$ cat config.mk
export PLATFORM = sky130hd
export DESIGN_NAME = mem_instr_seq_flat
export DESIGN_NICKNAME = d
export VERILOG_FILES = /design/src/rtl/mem_instr_seq_if.sv /design/src/rtl/mem_instr_seq.sv /design/src/flat_wrapper.sv
export SDC_FILE = /design/constraint.sdc
export NUM_CORES = 1
export LEC_CHECK = 0
export CORE_AREA = 2 2 68 70
export DETAILED_ROUTE_END_ITERATION = 6
export DIE_AREA = 0 0 70 72
export PLACE_DENSITY = 0.72
export SYNTH_ARGS = -nofsm -noshare
export SYNTH_HDL_FRONTEND = slang
export SYNTH_SLANG_ARGS = --single-unit
$ cat constraint.sdc
create_clock -name clk -period 2.3 [get_ports clk]
set_input_delay 0.46 -clock clk [delete_from_list [all_inputs] [get_ports clk]]
set_output_delay 0.46 -clock clk [all_outputs]
set_load 0.005 [all_outputs]
$ cat src/rtl/mem_instr_seq_if.sv
// Bundle of the instruction handshake and the nibble-memory port for mem_instr_seq.
// The environment (instruction source plus memory) takes the master side; the sequencer takes the slave side.
interface mem_instr_seq_if #(
    parameter int unsigned ROW_W  = 3,
    parameter int unsigned DATA_W = 4
) ();
    logic              in_valid;
    logic              in_ready;
    logic              in_op;
    logic [ROW_W-1:0]  in_row;
    logic              in_sector;
    logic [ROW_W-1:0]  mem_row_addr;
    logic              mem_sector;
    logic              mem_read_write;
    logic [DATA_W-1:0] mem_data_in;
    logic [DATA_W-1:0] mem_data_out;

    modport master (
        output in_valid, in_op, in_row, in_sector, mem_data_out,
        input  in_ready, mem_row_addr, mem_sector, mem_read_write, mem_data_in
    );

    modport slave (
        input  in_valid, in_op, in_row, in_sector, mem_data_out,
        output in_ready, mem_row_addr, mem_sector, mem_read_write, mem_data_in
    );
endinterface

$ cat src/rtl/mem_instr_seq.sv
// Load/store sequencer in front of the 8x8 nibble memory: buffers instructions in a FIFO
// and owns accumulator r0, absorbing the memory's one-cycle registered read latency.
module mem_instr_seq #(
    parameter int unsigned FIFO_DEPTH = 4,
    parameter int unsigned ROW_W      = 3,
    parameter int unsigned DATA_W     = 4
) (
    input  logic              clk,
    input  logic              rst_n,
    mem_instr_seq_if.slave    bus,
    output logic [DATA_W-1:0] r0,
    output logic              load_done,
    output logic              busy
);
    localparam int unsigned PtrW = (FIFO_DEPTH > 1) ? $clog2(FIFO_DEPTH) : 1;
    localparam int unsigned CntW = $clog2(FIFO_DEPTH + 1);

    typedef struct packed {
        logic             op;
        logic [ROW_W-1:0] row;
        logic             sector;
    } instr_t;

    typedef enum logic [1:0] {StIdle, StLd, StCap, StSt} state_e;

    instr_t            fifo_q [FIFO_DEPTH];
    instr_t            fifo_d [FIFO_DEPTH];
    logic [PtrW-1:0]   wr_ptr_q, wr_ptr_d;
    logic [PtrW-1:0]   rd_ptr_q, rd_ptr_d;
    logic [CntW-1:0]   count_q, count_d;
    state_e            state_q, state_d;
    logic [ROW_W-1:0]  row_q, row_d;
    logic              sector_q, sector_d;
    logic              rw_q, rw_d;
    logic [DATA_W-1:0] din_q, din_d;
    logic [DATA_W-1:0] r0_q, r0_d;
    logic              load_done_q, load_done_d;

    logic   in_ready;
    logic   push;
    logic   pop;
    instr_t head;
    instr_t incoming;

    // Ready depends only on registered occupancy, so a pop never lets a push through early.
    assign in_ready = (count_q != CntW'(FIFO_DEPTH));
    assign push     = bus.in_valid && in_ready;
    assign head     = fifo_q[rd_ptr_q];
    assign incoming = '{op: bus.in_op, row: bus.in_row, sector: bus.in_sector};

    always_comb begin
        fifo_d   = fifo_q;
        wr_ptr_d = wr_ptr_q;
        rd_ptr_d = rd_ptr_q;
        count_d  = count_q;
        if (push) begin
            fifo_d[wr_ptr_q] = incoming;
            wr_ptr_d         = PtrW'(wr_ptr_q + 1'b1);
        end
        if (pop) begin
            rd_ptr_d = PtrW'(rd_ptr_q + 1'b1);
        end
        case ({push, pop})
            2'b10:   count_d = CntW'(count_q + 1'b1);
            2'b01:   count_d = CntW'(count_q - 1'b1);
            default: count_d = count_q;
        endcase
    end

    always_comb begin
        state_d     = state_q;
        row_d       = row_q;
        sector_d    = sector_q;
        rw_d        = rw_q;
        din_d       = din_q;
        r0_d        = r0_q;
        load_done_d = 1'b0;
        pop         = 1'b0;
        case (state_q)
            StIdle: begin
                if (count_q != '0) begin
                    pop      = 1'b1;
                    row_d    = head.row;
                    sector_d = head.sector;
                    if (head.op) begin
                        rw_d    = 1'b1;
                        din_d   = '0;
                        state_d = StLd;
                    end else begin
                        // Store data is r0 as it stands at issue, which already includes a prior load.
                        rw_d    = 1'b0;
                        din_d   = r0_q;
                        state_d = StSt;
                    end
                end
            end
            StLd: begin
                state_d = StCap;
            end
            StCap: begin
                r0_d        = bus.mem_data_out;
                load_done_d = 1'b1;
                state_d     = StIdle;
            end
            StSt: begin
                rw_d    = 1'b1;
                din_d   = '0;
                state_d = StIdle;
            end
            default: begin
                state_d = StIdle;
            end
        endcase
    end

    always_ff @(posedge clk or negedge rst_n) begin
        if (!rst_n) begin
            for (int i = 0; i < FIFO_DEPTH; i++) begin
                fifo_q[i] <= '0;
            end
            wr_ptr_q    <= '0;
            rd_ptr_q    <= '0;
            count_q     <= '0;
            state_q     <= StIdle;
            row_q       <= '0;
            sector_q    <= 1'b0;
            rw_q        <= 1'b1;
            din_q       <= '0;
            r0_q        <= '0;
            load_done_q <= 1'b0;
        end else begin
            fifo_q      <= fifo_d;
            wr_ptr_q    <= wr_ptr_d;
            rd_ptr_q    <= rd_ptr_d;
            count_q     <= count_d;
            state_q     <= state_d;
            row_q       <= row_d;
            sector_q    <= sector_d;
            rw_q        <= rw_d;
            din_q       <= din_d;
            r0_q        <= r0_d;
            load_done_q <= load_done_d;
        end
    end

    assign bus.in_ready       = in_ready;
    assign bus.mem_row_addr   = row_q;
    assign bus.mem_sector     = sector_q;
    assign bus.mem_read_write = rw_q;
    assign bus.mem_data_in    = din_q;
    assign r0                 = r0_q;
    assign load_done          = load_done_q;
    assign busy               = (state_q != StIdle) || (count_q != '0);
endmodule

$ cat src/flat_wrapper.sv
// flat-port wrapper written by rule: the top's interface ports become plain ports
module mem_instr_seq_flat 
#(
    parameter int unsigned FIFO_DEPTH = 4,
    parameter int unsigned ROW_W      = 3,
    parameter int unsigned DATA_W     = 4
)
  (clk, rst_n, r0, load_done, busy, bus_in_valid, bus_in_op, bus_in_row, bus_in_sector, bus_mem_data_out, bus_in_ready, bus_mem_row_addr, bus_mem_sector, bus_mem_read_write, bus_mem_data_in);
  mem_instr_seq_if #(.ROW_W(ROW_W), .DATA_W(DATA_W)) bus_i ();
  input  logic clk;
  input  logic rst_n;
  output logic [DATA_W-1:0] r0;
  output logic load_done;
  output logic busy;
  input wire logic [$bits(bus_i.in_valid)-1:0] bus_in_valid;
  input wire logic [$bits(bus_i.in_op)-1:0] bus_in_op;
  input wire logic [$bits(bus_i.in_row)-1:0] bus_in_row;
  input wire logic [$bits(bus_i.in_sector)-1:0] bus_in_sector;
  input wire logic [$bits(bus_i.mem_data_out)-1:0] bus_mem_data_out;
  output wire logic [$bits(bus_i.in_ready)-1:0] bus_in_ready;
  output wire logic [$bits(bus_i.mem_row_addr)-1:0] bus_mem_row_addr;
  output wire logic [$bits(bus_i.mem_sector)-1:0] bus_mem_sector;
  output wire logic [$bits(bus_i.mem_read_write)-1:0] bus_mem_read_write;
  output wire logic [$bits(bus_i.mem_data_in)-1:0] bus_mem_data_in;
  assign bus_i.in_valid = bus_in_valid;
  assign bus_i.in_op = bus_in_op;
  assign bus_i.in_row = bus_in_row;
  assign bus_i.in_sector = bus_in_sector;
  assign bus_i.mem_data_out = bus_mem_data_out;
  assign bus_in_ready = bus_i.in_ready;
  assign bus_mem_row_addr = bus_i.mem_row_addr;
  assign bus_mem_sector = bus_i.mem_sector;
  assign bus_mem_read_write = bus_i.mem_read_write;
  assign bus_mem_data_in = bus_i.mem_data_in;
  mem_instr_seq #(.FIFO_DEPTH(FIFO_DEPTH), .ROW_W(ROW_W), .DATA_W(DATA_W)) u_core (.clk(clk), .rst_n(rst_n), .bus(bus_i), .r0(r0), .load_done(load_done), .busy(busy));
endmodule
==> flow_metrics.tcl <==
set metrics [dict create \
    avgViaCountPerCell 5.298 \
    placed_area_sq_um 2320 \
    grt_overflow 0 \
    yosysWarnings 0 \
    cts_inserted_buffers 5 \
    finalSetupTns_ns 0 \
    hpwl_microns 2569 \
    remaining_drc_errors 0 \
    critPathTopFamily "buffers and inverters" \
    cts_buffer_depth 2 \
    drv_slew 0 \
    cp_cell_sequence "or3b_1 -> buf_4 -> clkdlybuf4s50_1" \
    synth_nets 157 \
    grt_start_max_net_pins 25 \
    clock_latency_ns 0.28 \
    drt-total-wl_microns 3529 \
    die_h_microns 72 \
    vias 1208 \
    wl_per_cell_microns 15.48 \
    skew_ns 0.001420 \
    rsz0062_at_grt "no" \
    start_kind "flip-flop" \
    p_total_mw 3.684 \
    synth-seq-cells 43 \
    core_sq_um 4264 \
    grt_pass1_vias 1307 \
    clock_sinks 43 \
    stdcell_area_sq_um 2452 \
    antenna_cells 0 \
    period_share_pct 96.96 \
    synth_top_family_by_area "multiplexers" \
    synthMuxAreaShare_pct 21.07 \
    maxCapViolations 0 \
    avgSynthCellArea_sq_um 14.31 \
    clockRootBuffer "clkbuf_8" \
    path_buf_inv 2 \
    maxSlewHeadroom_pct 68.20 \
    multi_input_area_sq_um 820.8 \
    maxUsedRoutingLayer "met4" \
    ir_worst_vdd_v 0.0007429 \
    worst-slew-pin-transition_ns 0.4761 \
    io_buffers 27 \
    wl_met1_microns 1533 \
    drive_gt1_share_pct 32.95 \
    path_max_fanout 5 \
    synth-compound-area-share_pct 3.774 \
    grt_use_total_pct 16.06 \
    power_density_nw_per_um2 1502 \
    synth.cell_area_sq_um 1989 \
    dr.first_iter.drc_count 34 \
    synth_xor_area_share_pct 2.642 \
    dr.pass1.iters 4 \
    crit_arrival_ns 1.77 \
    fillCellCount 356 \
    grt_pass1_wl_microns 6272 \
    hold_viol 0 \
    crit_required_ns 1.84 \
    status "completed" \
    setup_viol 0 \
    max_stage_delay_ns 0.45 \
    slowest_stage "clkdlybuf4s50_1" \
    clkTransAtPathRegs_ns 0.08 \
    ios 28 \
    die_w_microns 70 \
    postCtsSetupBuffers 0 \
    syn_to_final_growth_pct 23.27 \
    rows 24 \
    regToRegSetupSlack_ns 0.18 \
    place.gp.congestion 0.7706 \
    end_kind "output port" \
    critPathKind "flip-flop to output port" \
    ctsHtreeMaxLevel 2 \
    nets 193 \
    wl_met3_microns 150 \
    start_util_pct 46.65 \
    leakage_nw 1.072 \
    synthCells 139 \
    postRouteAntennaNets 0 \
    ff_latch_area_sq_um 1077 \
    synth_adder_area_share_pct 4.151 \
    yosys.area_share.simple_pct 9.623 \
    cts_tree "yes" \
    ys_types 32 \
    max_freq_mhz 448.4 \
    post_cts_resize_count 0 \
    dr_wl_met2_microns 1799 \
    hp-class "input pin to asynchronous set/reset pin" \
    die-area_sq_um 5040 \
    yosysSeqAreaShare_pct 54.15 \
    antenna_found_initial 0 \
    cts_hold_buf 0 \
    min_period_ns 2.230 \
]
## cells in the mapped netlist
library cell / n / share of area (%)
a21oi_1: 2 / 0.50
a31o_1: 1 / 0.44
a31o_2: 3 / 1.3
buf_6: 3 / 1.7
clkbuf_1: 3 / 0.57
dfrtp_1: 42 / 53
dfstp_2: 1 / 1.3
fa_1: 1 / 1.0
ha_1: 5 / 3.1
inv_1: 10 / 1.9
inv_6: 1 / 0.44
mux2_1: 2 / 1.1
mux2_2: 19 / 11
mux2_4: 4 / 3.0
mux2i_1: 1 / 0.50
mux4_2: 5 / 5.7
nand2_1: 6 / 1.1
nand2_2: 1 / 0.31
nand2b_1: 1 / 0.31
nand3_4: 4 / 3.5
nor2_1: 3 / 0.57
nor2b_1: 1 / 0.31
nor3_1: 1 / 0.25
nor3_4: 1 / 0.82
nor3b_1: 1 / 0.38
nor4_1: 4 / 1.3
o21ai_0: 4 / 1.0
o21ba_2: 1 / 0.50
or2_2: 1 / 0.31
or3b_1: 1 / 0.44
xnor2_1: 3 / 1.3
xor2_1: 3 / 1.3
## per-layer routing
metal	GRT usage, %	up-vias
met5	0	-
met4	4.487	0
met3	3.611	7
met2	28.04	32
met1	20.35	618
li1	-	551
## cell type report
cell class                      instances  area share (%)
Clock buffer                            6           3.367
Clock inverter                          2           1.429
Inverter                               11           1.888
Multi-Input combinational cell         79           33.47
Sequential cell                        43           43.93
Tap cell                               52           2.653
Timing Repair Buffer                   35           13.27
## worst paths after layout
kind,start,end,cells past startpoint
worst min register to register,u_core.fifo_q[4],u_core.fifo_q[4],1
max in group asynchronous,rst_n,u_core.fifo_q[9],2
worst min-delay path,rst_n,u_core.r0[2],1
min in group clk,u_core.fifo_q[4],u_core.fifo_q[4],1
worst max-delay path,u_core.count_q[1],bus_in_ready,3
worst max register to register,u_core.count_q[1],u_core.count_q[2],8
## per-stage QoR
stage                     instances  setup slack, ns  hold slack, ns  utilization, %
after floorplan                 139           0.1412          0.1644               -
after global routing            228         0.004059          0.1466           57.51
after global placement          218           0.1697          0.4266           54.40
after CTS                       226          0.04671          0.1303           57.16
after detailed placement        218           0.1005          0.4459           54.40
final                           228          0.07000          0.1219           57.51
## logic make-up after synthesis
| group | count (synthesis) |
|---|---|
| compound gates | 11 |
| xor+xnor | 6 |
| fa+ha+maj | 6 |
| simple gates | 25 |
| mux | 31 |
| buf+inv | 17 |
| flops | 43 |
## placed cells by master, fill, tap and decap left out, drive strengths merged, types with 5 or more instances in the layout
cell type,n
nand2,7
ha,5
dfrtp,42
inv,11
clkdlybuf4s50,26
mux4,5
buf,9
mux2,25
clkbuf,6
## where the power goes
part	leakage (nW)	total (mW)	switching, mW	internal (mW)
clock	0.0612	0.592	0.241	0.351
combinational	0.494	1.68	0.679	1.00
sequential	0.517	1.41	0.261	1.15
## flip-flops by register name, indices dropped and copies added, names as in the netlist
name and flops:
u_core.rd_ptr_q 2, u_core.bus.mem_read_write 1, u_core.bus.mem_data_in 4, u_core.load_done 1, u_core.bus.mem_sector 1, u_core.count_q 3, u_core.wr_ptr_q 2, u_core.r0 4
u_core.bus.mem_row_addr 3, u_core.fifo_q 20, u_core.state_q 2
No activity file was read; power rests on OpenSTA's default activity.
